--- src/rtl/rtlmem_rdq.sv ---
// Read-request queue in front of a 2-cycle-latency memory read port.
// Credits bound outstanding reads so the response FIFO can never overflow.
`timescale 1ns/1ps
module rtlmem_rdq #(
   parameter int G_ADDR  = 10,
   parameter int G_WIDTH = 16,
   parameter int G_DEPTH = 4
) (
   input  logic                       clk,
   input  logic                       rst,
   input  logic                       req_vld,
   input  logic [G_ADDR-1:0]          req_addr,
   output logic                       req_rdy,
   output logic                       memre,
   output logic [G_ADDR-1:0]          memra,
   input  logic [G_WIDTH-1:0]         memdo,
   output logic                       rsp_vld,
   output logic [G_WIDTH-1:0]         rsp_dat,
   input  logic                       rsp_rdy,
   output logic [$clog2(G_DEPTH):0]   inflight
);

   localparam int PW = $clog2(G_DEPTH);
   localparam int CW = PW + 1;

   // Handshake: a transfer happens on a rising edge where valid and ready are
   // both high; valid never waits on ready, and rsp_vld holds until consumed.

   logic [CW-1:0]      cnt;
   logic               re_d1;
   logic               re_d2;
   logic [G_WIDTH-1:0] fifo_mem [G_DEPTH];
   logic [PW-1:0]      wr_ptr;
   logic [PW-1:0]      rd_ptr;
   logic               full_bit;
   logic               fifo_empty;
   logic               fifo_wr;
   logic               fifo_rd;
   logic               accept;

   // Credits cover both the memory pipeline and the FIFO, so ready only
   // looks at the counter and never at rsp_rdy.
   assign req_rdy    = !rst && (cnt < CW'(G_DEPTH));
   assign accept     = req_vld && req_rdy;
   assign memre      = accept;
   assign memra      = req_addr;

   assign fifo_empty = (wr_ptr == rd_ptr) && !full_bit;
   assign fifo_wr    = re_d2;
   assign rsp_vld    = !rst && !fifo_empty;
   assign fifo_rd    = rsp_vld && rsp_rdy;
   assign rsp_dat    = rsp_vld ? fifo_mem[rd_ptr] : '0;
   assign inflight   = rst ? '0 : cnt;

   always_ff @(posedge clk) begin
      if (rst) begin
         cnt      <= '0;
         re_d1    <= 1'b0;
         re_d2    <= 1'b0;
         wr_ptr   <= '0;
         rd_ptr   <= '0;
         full_bit <= 1'b0;
      end else begin
         re_d1 <= accept;
         re_d2 <= re_d1;

         unique case ({accept, fifo_rd})
            2'b10:   cnt <= cnt + CW'(1);
            2'b01:   cnt <= cnt - CW'(1);
            default: cnt <= cnt;
         endcase

         if (fifo_wr) wr_ptr <= wr_ptr + PW'(1);
         if (fifo_rd) rd_ptr <= rd_ptr + PW'(1);

         // Pointers alone cannot tell full from empty when they are equal.
         if (fifo_wr && !fifo_rd && ((wr_ptr + PW'(1)) == rd_ptr))
            full_bit <= 1'b1;
         else if (fifo_rd && !fifo_wr)
            full_bit <= 1'b0;
      end
   end

   always_ff @(posedge clk) begin
      if (!rst && fifo_wr)
         fifo_mem[wr_ptr] <= memdo;
   end

   a_no_overflow: assert property (@(posedge clk) disable iff (rst)
      !(fifo_wr && full_bit && !fifo_rd));

   a_credit_bound: assert property (@(posedge clk) disable iff (rst)
      cnt <= CW'(G_DEPTH));

endmodule
--- config.mk ---
export PLATFORM = sky130hd
export DESIGN_NAME = rtlmem_rdq
export DESIGN_NICKNAME = d
export VERILOG_FILES = /design/src/rtl/rtlmem_rdq.sv
export SDC_FILE = /design/constraint.sdc
export NUM_CORES = 1
export LEC_CHECK = 0
export ABC_AREA = 1
export CAP_MARGIN = 20
export CORE_MARGIN = 3
export CORE_UTILIZATION = 30
export CTS_BUF_LIST = sky130_fd_sc_hd__clkbuf_8
export DETAILED_ROUTE_END_ITERATION = 16
export PLACE_DENSITY_LB_ADDON = 0.1
export RECOVER_POWER = 25
export SKIP_CTS_REPAIR_TIMING = 1
export SLEW_MARGIN = 20
export SYNTH_ARGS = -nofsm -noshare
export SYNTH_HDL_FRONTEND = slang
export SYNTH_SLANG_ARGS = --single-unit
--- constraint.sdc ---
create_clock -name clk -period 2.45 [get_ports clk]
set_input_delay 0.6125 -clock clk [delete_from_list [all_inputs] [get_ports clk]]
set_output_delay 0.6125 -clock clk [all_outputs]
set_load 0.005 [all_outputs]
==> impl_results.md, run 1 <==
- P_int: 2.24 mW
- First-pass GRT wire length: 10800 um
- Dpl hpwl: 4370 um
- P&R area growth vs syn: 32.4%
- Critical path type: reg -> out
- Commonest non-fill, non-tap cell in the layout: nor2_1
- Buffers added on ports: 41
- Fill cells: 1056
- Final Util: 0.412
- Sw power: 0.625 mW
- Hold Path Class: reg -> reg
- Clk sinks: 76
- H-tree depth: 3
- Critical path origin: wr_ptr[0]
- # nets final: 387
- Pin count of the biggest net entering global routing: 24
- DRT iter0 DRCs: 95
- Skew final: 0.0128 ns
- Post-synthesis register bit count: 76
- Post-Synth Adder-Cell Area: 0.0253
- Core Area: 10500 um2
- Grt ovf: 0
- Post-synth cell types: 26
- Synth Warn #: 0
- Synthesized area: 3260 um2
- Worst Path Max Fanout: 6
- Worst Path Required: 1.84 ns
- Power per cell area: 663 nW/um2
- VDD IR max: 0.323 mV
- Gr usage total: 0.121
- CTS tree: built
- Final Instance Count excl. Fillers: 492
- Switching Fraction: 0.219
- Maximum Capacitance Violations: 0
- Sequential area share after synthesis: 0.663
- Max-slew violation count: 0
- Worst skew pair latency: 0.34 ns
- GPL Wtd Cong: 0.752
- Diodes inserted: 0
- Clock Tree Buf Depth: 2
- Slew @ Worst Pin: 0.275 ns
- CP max-delay cell: dfxtp_4
- Seq pwr share: 0.499
- Worst EP arrival: 1.73 ns
- Worst setup SP type: flip-flop
- Vias: 2171
- Mapped Avg Cell Area: 11.3 um2
- Final period utilization: 0.957
- Area leader, netlist: edfxtp_1
- Initial antenna violation count: 0
- Die footprint: 12200 um2
- Worst r2r src: wr_ptr[0]
- Initial core utilization: 0.312
- Mux share of post-synthesis cell area: 0
- Largest family of logic cells by synthesized area: simple AND/OR/NAND/NOR gates
- Layout cells sized above 1: 0.225
- Design area: 4310 um2
- RSZ-0062 raised after global routing: false
- Simple-gate portion of the synthesized area: 0.124
- Antenna-violating nets left: 0
- Placed cell count: 465
- Worst hold start: re_d1
- Clk network pwr share: 0.398
- Leak pwr: 1.81 nW
- Placement Cell Area: 3870 um2
- CP top delay family: buffers and inverters
- Final WL: 7420 um
- Async S/R FF share, synth: 0
- Endpoints failing setup: 0
- Gate power share: 0.104
- Routed len/inst: 15.1 um
- Vias per cell: 4.41
- Status: finished, final reports clean
- Fmax: 427 MHz
- Compound-Gate Fraction of Synth Area: 0.107
- Total CTS buffers: 9
- Worst Path Buf+Inv: 5
- Reg clk slew, reported paths: 0.08 ns
- CTS Root Cell: clkbuf_8
- Most used DFF post-synth: edfxtp_1
- XOR/XNOR Fraction of Synth Area: 0.00537
- Top post-synthesis cells by area: edfxtp_1, nor2_1, dfxtp_1, o21ai_0, a21oi_2
- Die W: 110 um
- Post-synth top area share: 0.590
- Residual DRC count: 0
- Commonest non-fill, non-tap cells in the layout: nor2_1, edfxtp_1, buf_4, o21ai_0
- Cell breakdown of the critical path: inv_4 > nand2_1 > nand2_2 > nand3_4 > buf_12 > nand2_8 > buf_6 > buf_4 > a21oi_2 > buf_2
- Slowest cell delay on critical path: 0.37 ns
- Vias in the first global route: 2137
- Slew margin rel.: 0.815
- Drt first pass iters: 4
- Syn Nets: 325
- I/O pin total: 62
- Die Span Y: 110 um
- Fin. Hold Viols: 0
- FP Rows: 37
- Number of flops mapped to enable cells by yosys: 64
- Mapped Cells: 289
- Tmin final: 2.34 ns
- Crit end category: output port
==> state kept, by name, summed over array words and instances, names as in the netlist, named ones only <==
name and flops:
fifo_mem 64, fifo_wr 1, rd_ptr 2, full_bit 1, wr_ptr 2, re_d1 1, cnt 3
==> layer usage <==
metal | global-route usage | wire (um) | up-vias | part of all wire
li1 | - | - | 1089 | -
met1 | 0.147 | 3460 | 1016 | 0.47
met2 | 0.201 | 3480 | 52 | 0.47
met3 | 0.0443 | 387 | 14 | 0.052
met4 | 0.0343 | 95 | 0 | 0.013
met5 | 0 | 0 | - | 0
==> power by group through the flow <==
stage,sequential (mW),combinational (mW),clock (mW)
after CTS,1.43,0.255,1.17
after global routing,1.43,0.330,1.21
after detailed placement,1.46,0.254,0
after floorplan,1.45,0.137,0
after global placement,1.46,0.252,0
final,1.43,0.297,1.14
==> cells by family (layout without fill, tap and decap cells) <==
| logic type | count (synthesis) | after routing |
|---|---|---|
| AND/OR/NAND/NOR | 99 | 101 |
| flip-flops | 76 | 76 |
| AO/OA/AOI/OAI | 60 | 60 |
| buffers and inverters | 46 | 111 |
| adder cells (fa/ha/maj) | 6 | 6 |
| XOR/XNOR | 2 | 2 |
==> final cells by class <==
cell class              count  area, um2  share of cell area
well taps                 136        170              0.0394
repair buffers             71        727               0.169
inverters                  24       97.6              0.0226
clock inverters             7        116              0.0270
clock buffers               9        124              0.0287
flip-flops and latches     76       2180               0.505
multi-input cells         169        901               0.209
==> tightest hold or removal path, delay by kind of cell (launching register included) <==
kind | cells | cell delay, ns
flip-flops | 1 | 0.30
buffers and inverters | 1 | 0.04
AND/OR/NAND/NOR | 1 | 0.03
==> path summary, 6_finish.rpt <==
path / endpoint / slack [ns] / cells after the start
worst min-delay path: fifo_wr / 0.42 / 2
worst max register to register: cnt[2] / 0.29 / 13
worst max-delay path: rsp_dat[11] / 0.11 / 10
worst min register to register: fifo_wr / 0.42 / 2
==> cells in the mapped netlist (5+ instances only) <==
cell type  count
o21ai_1        8
dfxtp_1       12
nand2_1       13
inv_2          5
edfxtp_1      64
o21ai_0       29
inv_1         18
nor2_1        80
buf_4         11
buf_2          6
a21oi_2       10
a21oi_1       12
ha_1           5
==> stage by stage <==
step                      hold WS, ns  setup TNS (ns)  setup WS (ns)  power [mW]
after floorplan                 0.388               0          0.347        1.59
after global placement          0.395           -4.20         -0.251        1.71
after detailed placement        0.396           -4.73         -0.290        1.71
after CTS                       0.418           -4.45         -0.273        2.85
after global routing            0.438               0        0.00111        2.97
final                           0.417               0          0.106        2.86
Power figures use the tool's default switching activity.
==> inputs of run 2 (changes only) <==
--- a/config.mk
+++ b/config.mk
@@ -9,7 +9,7 @@
 export CAP_MARGIN = 20
 export CORE_MARGIN = 3
 export CORE_UTILIZATION = 30
-export CTS_BUF_LIST = sky130_fd_sc_hd__clkbuf_8
+export CTS_BUF_LIST = sky130_fd_sc_hd__clkbuf_2
 export DETAILED_ROUTE_END_ITERATION = 16
 export PLACE_DENSITY_LB_ADDON = 0.1
 export RECOVER_POWER = 25
==> constraint.sdc (replaced) <==
create_clock -name clk -period 2.45 [get_ports clk]
set_input_delay 0.6125 -clock clk [delete_from_list [all_inputs] [get_ports clk]]
set_output_delay 0.6125 -clock clk [all_outputs]
set_load 0.1 [all_outputs]
==> impl_results.md, run 2 (synthesized netlist as in run 1, its figures left out) <==
- Die footprint: 12200 um2
- CTS Root Cell: clkbuf_2
- Core Area: 10500 um2
- Vias: 2219
- Status: complete, but fails checks
- Design area: 4580 um2
- Commonest non-fill, non-tap cells in the layout: nor2_1, edfxtp_1, buf_4, buf_12, o21ai_1
- DRT iter0 DRCs: 78
- Die Span Y: 110 um
- Critical path origin: wr_ptr[1]
- Power per cell area: 621 nW/um2
- Final WL: 7460 um
- Reg clk slew, reported paths: 0.21 ns
- Max FFs per register: 64
- Drt first pass iters: 4
- Antenna-violating nets left: 0
- Skew final: 0.0124 ns
- GPL Wtd Cong: 0.746
- Worst Path Max Fanout: 7
- Top reg by flops: fifo_mem
- Placed cell count: 472
- CTS tree: built
- Worst hold slack: 0.416 ns
- Pin count of the biggest net entering global routing: 33
- Diodes inserted: 0
- VDD IR max: 0.323 mV
- RSZ-0062 raised after global routing: true
- Worst r2r src: wr_ptr[1]
- Failing checks: negative setup slack
- Commonest non-fill, non-tap cell in the layout: nor2_1
- Tmin final: 2.46 ns
- Crit end category: output port
- First-pass GRT wire length: 11200 um
- Layout cells sized above 1: 0.311
- Endpoints failing setup: 2
- Grt ovf: 0
- FP Rows: 37
- Buffers added on ports: 41
- Max-slew violation count: 0
- Worst skew pair latency: 0.51 ns
- Biggest regs: fifo_mem x64, cnt x3
- Leak pwr: 1.67 nW
- Fin. Hold Viols: 0
- Dpl hpwl: 4520 um
- Critical path type: reg -> out
- Place WS: -0.169 ns
- Fmax: 406 MHz
- H-tree depth: 3
- P&R area growth vs syn: 40.5%
- Placement Cell Area: 4230 um2
- Worst Path Required: 1.84 ns
- Routed len/inst: 15.0 um
- Slew @ Worst Pin: 0.424 ns
- Final Instance Count excl. Fillers: 496
- Worst setup SP type: flip-flop
- Total CTS buffers: 9
- Worst EP arrival: 1.85 ns
- Final WS setup: -0.0144 ns
- Total power: 2.84 mW
- Clock Tree Buf Depth: 2
- Residual DRC count: 0
- Vias per cell: 4.47
- Gr usage total: 0.126
- Hold Path Class: reg -> reg
- Maximum Capacitance Violations: 0
- Worst hold start: re_d1
- Final period utilization: 1.01
- Initial antenna violation count: 0
- Die W: 110 um
- Clk sinks: 76
- # nets final: 391
- Initial core utilization: 0.312
- I/O pin total: 62
- Vias in the first global route: 2145
- Slew margin rel.: 0.714
-- run 2: final timing paths --
check	end	slack, ns	depth (start not counted)
max	rsp_dat[10]	-0.01	7
min	fifo_wr	0.42	2
min reg2reg	fifo_wr	0.42	2
max reg2reg	cnt[2]	0.35	13
-- run 2: area by class of cell --
type,count,area (um2)
inverters,24,100
flip-flops and latches,76,2180
fillers,1017,5880
clock buffers,9,45.0
clock inverters,7,115
multi-input cells,168,980
repair buffers,76,986
well taps,136,170
-- run 2: stage by stage --
step / TNS [ns] / utilization
after floorplan: -5.27 / -
after global placement: -0.617 / 0.405
after detailed placement: -1.02 / 0.405
after CTS: -4.08 / 0.420
after global routing: -1.89 / 0.438
final: -0.0260 / 0.438
-- run 2: report_power, final --
group / switching (mW) / leakage, nW / internal (mW)
Sequential: 0.0133 / 0.679 / 1.41
Clock: 0.446 / 0.0895 / 0.436
Combinational: 0.326 / 0.906 / 0.205
Total: 0.785 / 1.67 / 2.06
-- run 2: worst max-delay path, cell delays in order, from the launching register on --
cell and delay (ns):
dfxtp_4 0.42, inv_2 0.07, nand2_1 0.08, nand3_4 0.16
nand2_8 0.10, buf_12 0.16, a21oi_4 0.15, buf_12 0.19
-- run 2: layer usage --
metal | track usage | share of wire | vias to the layer above | wire, um
li1 | - | - | 1102 | -
met3 | 0.0303 | 0.055 | 10 | 410
met1 | 0.172 | 0.46 | 1049 | 3400
met4 | 0.0501 | 0.017 | 0 | 125
met5 | 0 | 0 | - | 0
met2 | 0.194 | 0.47 | 58 | 3530
